===== config.mk =====
export PLATFORM = sky130hd
export DESIGN_NAME = alu_seq
export DESIGN_NICKNAME = d
export VERILOG_FILES = /design/src/rtl/alu_seq.sv
export SDC_FILE = /design/constraint.sdc
export NUM_CORES = 1
export LEC_CHECK = 0
export CAP_MARGIN = 20
export CORE_UTILIZATION = 50
export CTS_BUF_LIST = sky130_fd_sc_hd__clkbuf_16
export CTS_CLUSTER_DIAMETER = 80
export DETAILED_ROUTE_END_ITERATION = 8
export GPL_ROUTABILITY_DRIVEN = 0
export PLACE_DENSITY = 0.72
export SKIP_CTS_REPAIR_TIMING = 1
export SYNTH_ARGS = -nofsm -noshare
export SYNTH_HDL_FRONTEND = slang
export SYNTH_SLANG_ARGS = --single-unit

===== constraint.sdc =====
create_clock -name clk -period 4.2 [get_ports clk]
set_clock_uncertainty 0.2 [all_clocks]
set_input_delay 0.63 -clock clk [delete_from_list [all_inputs] [get_ports clk]]
set_output_delay 0.63 -clock clk [all_outputs]
set_load 0.1 [all_outputs]

===== src/rtl/alu_seq.sv =====
// ALU stage feeding the zero-flag register: single-cycle PASSB/ADD/SUB/INC/AND
// and an iterative shift-add MUL taking WIDTH cycles with a busy indication.
module alu_seq #(
  parameter int WIDTH = 12
) (
  input  logic             clk,
  input  logic             rst,
  input  logic             start,
  input  logic [2:0]       op,
  input  logic [WIDTH-1:0] aIn,
  input  logic [WIDTH-1:0] bIn,
  output logic [WIDTH-1:0] result,
  output logic             zWrEn,
  output logic             busy
);

  localparam int CW = (WIDTH > 1) ? $clog2(WIDTH) : 1;

  typedef enum logic {
    IDLE,
    MUL
  } state_t;

  typedef enum logic [2:0] {
    OP_PASSB = 3'd0,
    OP_ADD   = 3'd1,
    OP_SUB   = 3'd2,
    OP_MUL   = 3'd3,
    OP_INC   = 3'd4,
    OP_AND   = 3'd5,
    OP_RSV6  = 3'd6,
    OP_RSV7  = 3'd7
  } op_t;

  state_t           state, stateNext;
  logic [WIDTH-1:0] mcand, mcandNext;
  logic [WIDTH-1:0] mplier, mplierNext;
  logic [WIDTH-1:0] acc, accNext;
  logic [CW-1:0]    cnt, cntNext;
  logic [WIDTH-1:0] resultNext;
  logic             zWrEnNext;
  logic [WIDTH-1:0] addend;
  logic [WIDTH-1:0] accSum;

  assign busy = (state == MUL);

  always_comb begin
    stateNext  = state;
    mcandNext  = mcand;
    mplierNext = mplier;
    accNext    = acc;
    cntNext    = cnt;
    resultNext = result;
    zWrEnNext  = 1'b0;
    addend     = mplier[0] ? mcand : '0;
    accSum     = acc + addend;

    case (state)
      IDLE: begin
        if (start) begin
          case (op_t'(op))
            OP_PASSB: begin
              resultNext = bIn;
              zWrEnNext  = 1'b1;
            end
            OP_ADD: begin
              resultNext = aIn + bIn;
              zWrEnNext  = 1'b1;
            end
            OP_SUB: begin
              resultNext = aIn - bIn;
              zWrEnNext  = 1'b1;
            end
            OP_INC: begin
              resultNext = aIn + WIDTH'(1);
              zWrEnNext  = 1'b1;
            end
            OP_AND: begin
              resultNext = aIn & bIn;
              zWrEnNext  = 1'b1;
            end
            OP_MUL: begin
              mcandNext  = aIn;
              mplierNext = bIn;
              accNext    = '0;
              cntNext    = '0;
              stateNext  = MUL;
            end
            default: ;
          endcase
        end
      end

      MUL: begin
        accNext    = accSum;
        mcandNext  = mcand << 1;
        mplierNext = mplier >> 1;
        cntNext    = cnt + CW'(1);
        // Completion edge publishes the sum that includes this iteration's add.
        if (cnt == CW'(WIDTH - 1)) begin
          resultNext = accSum;
          zWrEnNext  = 1'b1;
          stateNext  = IDLE;
        end
      end

      default: stateNext = IDLE;
    endcase
  end

  always_ff @(posedge clk) begin
    if (rst) begin
      state  <= IDLE;
      mcand  <= '0;
      mplier <= '0;
      acc    <= '0;
      cnt    <= '0;
      result <= '0;
      zWrEn  <= 1'b0;
    end else begin
      state  <= stateNext;
      mcand  <= mcandNext;
      mplier <= mplierNext;
      acc    <= accNext;
      cnt    <= cntNext;
      result <= resultNext;
      zWrEn  <= zWrEnNext;
    end
  end

endmodule


==> results.sh, run 1 <==
export IMPL_hp_class="reg -> reg"
export IMPL_synth_area_mm2=0.00378
export IMPL_num_antenna_cells=0
export IMPL_ff_latch_area_mm2=0.00108
export IMPL_crit_path_start_kind="primary input"
export IMPL_pin_count=44
export IMPL_cts_max_path_buffers=2
export IMPL_fin_total_pwr_w=0.00142
export IMPL_postRouteWirelength_um=10100
export IMPL_slew_headroom_pct=35.2
export IMPL_synthArstFlopShare_pct=0
export IMPL_slew_viol_final=0
export IMPL_h_tree_depth=2
export IMPL_synth_distinct_cells=57
export IMPL_multiInputGateArea_mm2=0.00254
export IMPL_row_count=31
export IMPL_cts_root_buf="clkbuf_16"
export IMPL_syn_nets=554
export IMPL_drc=0
export IMPL_rsz0062_at_grt="false"
export IMPL_grt_antenna_before_repair=0
export IMPL_die_x_um=89.0
export IMPL_synthCells=497
export IMPL_synth_compound_gate_area_share_pct=23.5
export IMPL_power_density_mw_per_mm2=315
export IMPL_critPathMaxFanout=3
export IMPL_nets=593
export IMPL_die_area_mm2=0.00792
export IMPL_synth_main_ff_cell="dfxtp_1"
export IMPL_grt_pass1_wl_um=16300
export IMPL_dp_slack_ps=57.6
export IMPL_synth_top_family_by_area="compound AO/OA/AOI/OAI gates"
export IMPL_synth_edf_count=0
export IMPL_wire_per_inst_um=15.8
export IMPL_synthXorXnorAreaFrac_pct=6.48
export IMPL_fin_ws_ps=338
export IMPL_drv_cap=0
export IMPL_place_hpwl_um=7580
export IMPL_drive_gt1_share_pct=5.96
export IMPL_grtUsageTotal_pct=26.8
export IMPL_rrSetupSlack_ps=1110
export IMPL_hold_viol=0
export IMPL_avgSynthCellArea_um2=7.62
export IMPL_syn_to_final_growth_pct=19.2
export IMPL_vias_per_cell=5.83
export IMPL_yosys_mux_area_fraction_pct=6.35
export IMPL_grt_pass1_vias=3395
export IMPL_grt_max_degree=52
export IMPL_tns_ps=0
export IMPL_post_route_util_pct=61.9
export IMPL_core_area_mm2=0.00729
export IMPL_synth_top_area_share_pct=28.6
export IMPL_ys_seq_elements=54
export IMPL_worstSetupEndpointType="register"
export IMPL_worstSetupPathType="in -> reg"
export IMPL_io_buffers=43
export IMPL_cellLeakagePower_nw=1.99
export IMPL_ys_warn_count=0
export IMPL_tritoncts="yes"
export IMPL_synth_area_leaders="dfxtp_1 29%, a21oi_1 9.9%, ha_1 8.3%"
export IMPL_cp_required_ps=4160
export IMPL_critical_path_arrival_ps=3830
export IMPL_cts_made_buffers=5
export IMPL_fill_cells=706
export IMPL_overflow=0
export IMPL_synth_top_cell_by_area="dfxtp_1"
export IMPL_drtIter0Drc=268
export IMPL_cts_sinks=54
export IMPL_max_freq_ghz=0.259
export IMPL_irDropWorstVdd_mv=0.224
export IMPL_seq_area_frac_synth_pct=28.6
export IMPL_clk_latency_ps=300
export IMPL_num_vias=3710
export IMPL_fp_dieH_um=89.0
export IMPL_hold_slack_ps=251
export IMPL_status="finished clean"
export IMPL_initial_core_util_pct=51.9
export IMPL_antenna_left=0
export IMPL_synth_simple_gate_area_share_pct=21.5
export IMPL_post_route_period_util_pct=92.0
export IMPL_setup_viol=0
export IMPL_worst_slew_pin_slew_ps=969
export IMPL_cts_clk_slew_worst_paths_ps=70
export IMPL_period_needed_ps=3860
export IMPL_synthAdderAreaFrac_pct=9.32
export IMPL_first_pass_iters=5
[stage by stage]
step | instances | area [um^2]
floorplan | 497 | 3780
CTS | 636 | 4510
finish | 636 | 4510
global placement | 628 | 4340
detailed placement | 628 | 4340
global route | 636 | 4510
[critical path: stages]
cell and delay, ps:
clkdlybuf4s50_1 450, or3_4 420, or3_2 430, o21ai_0 210
xor2_1 160, nor2_1 60, ha_1 280, a2111oi_0 390
o21a_1 220, nor2_1 70, xor2_1 150, a32oi_1 230
a211oi_1 110
[path summary, 6_finish.rpt]
path / start / end / cells after the start
hold / removal: result[2] / result[2] / 2
setup reg to reg: mplier[0] / result[10] / 10
hold reg to reg: result[2] / result[2] / 2
setup / recovery: bIn[5] / result[9] / 13
[logic make-up after synthesis]
group | Yosys count
AOI/OAI and AO/OA | 148
xor gates and xnor gates | 28
adders and majority gates | 27
buffers and inverters | 40
DFF | 54
muxes | 24
and+or+nand+nor | 176
[placed cells by master (no fill, tap or decap), drive strengths merged, types with 2 or more instances in the layout]
master / Yosys / final
nor2: 78 / 78
a21oi: 75 / 75
dfxtp: 54 / 54
clkdlybuf4s50: 0 / 42
nand2: 40 / 40
o21ai: 26 / 26
ha: 25 / 25
mux2i: 24 / 24
buf: 8 / 18
xor2: 15 / 15
and2: 14 / 14
xnor2: 13 / 13
inv: 12 / 13
nor3: 9 / 9
nand3: 8 / 8
and3: 6 / 6
nand2b: 5 / 5
a31oi: 5 / 5
clkbuf: 20 / 5
or3: 5 / 5
o22ai: 4 / 4
a22oi: 4 / 4
nand4: 3 / 3
o21a: 3 / 3
a221oi: 3 / 3
a21o: 3 / 3
a211oi: 3 / 3
nor2b: 2 / 2
a32oi: 2 / 2
o21bai: 2 / 2
a32o: 2 / 2
a41oi: 2 / 2
fa: 2 / 2
a311oi: 2 / 2
[where the power goes]
| group | leakage (nW) | total (W) | internal, W | switching, W |
|---|---|---|---|---|
| registers | 0.439 | 0.000543 | 0.000529 | 0.0000143 |
| clock network | 0.0818 | 0.000485 | 0.000282 | 0.000203 |
| logic | 1.47 | 0.000395 | 0.000144 | 0.000250 |
[registers in the layout, summed over array words and instances, names as in the netlist]
name and flops:
cnt 4, acc 12, mcand 12, result 12, zWrEn 1, mplier 12, busy 1
[metal layers]
layer / global-route usage [%] / routed length [um] / vias to the layer above
met1: 34.1 / 4410 / 1699
met3: 4.43 / 656 / 22
met2: 47.6 / 4850 / 144
met4: 6.35 / 150 / 0
li1: - / - / 1845
met5: 0 / 0 / -
[final cells by class]
| cell class | instances | share of cell area [%] |
|---|---|---|
| Clock buffer | 5 | 2.77 |
| Clock inverter | 3 | 0.943 |
| Inverter | 12 | 0.999 |
| Multi-Input combinational cell | 403 | 56.3 |
| Sequential cell | 54 | 24.0 |
| Tap cell | 99 | 2.75 |
| Timing Repair Buffer | 60 | 12.3 |
[cell usage after synthesis (5+ instances only)]
library cell and number:
nor2_1 78, a21oi_1 75, dfxtp_1 54, nand2_1 40, o21ai_0 26, ha_1 25, mux2i_1 24, clkbuf_1 19
xor2_1 15, and2_1 13, xnor2_1 13, inv_1 12, nor3_1 9, nand3_1 8, and3_1 6, a31oi_1 5
nand2b_1 5
Power figures use the tool's default switching activity.
==> inputs of run 2 (changes only) <==
--- a/config.mk
+++ b/config.mk
@@ -13,6 +13,7 @@
 export GPL_ROUTABILITY_DRIVEN = 0
 export PLACE_DENSITY = 0.72
 export SKIP_CTS_REPAIR_TIMING = 1
+export SLEW_MARGIN = 25
 export SYNTH_ARGS = -nofsm -noshare
 export SYNTH_HDL_FRONTEND = slang
 export SYNTH_SLANG_ARGS = --single-unit
==> results of run 2 <==
Same layout as run 1: the final DEF is identical, and so are final timing and power.
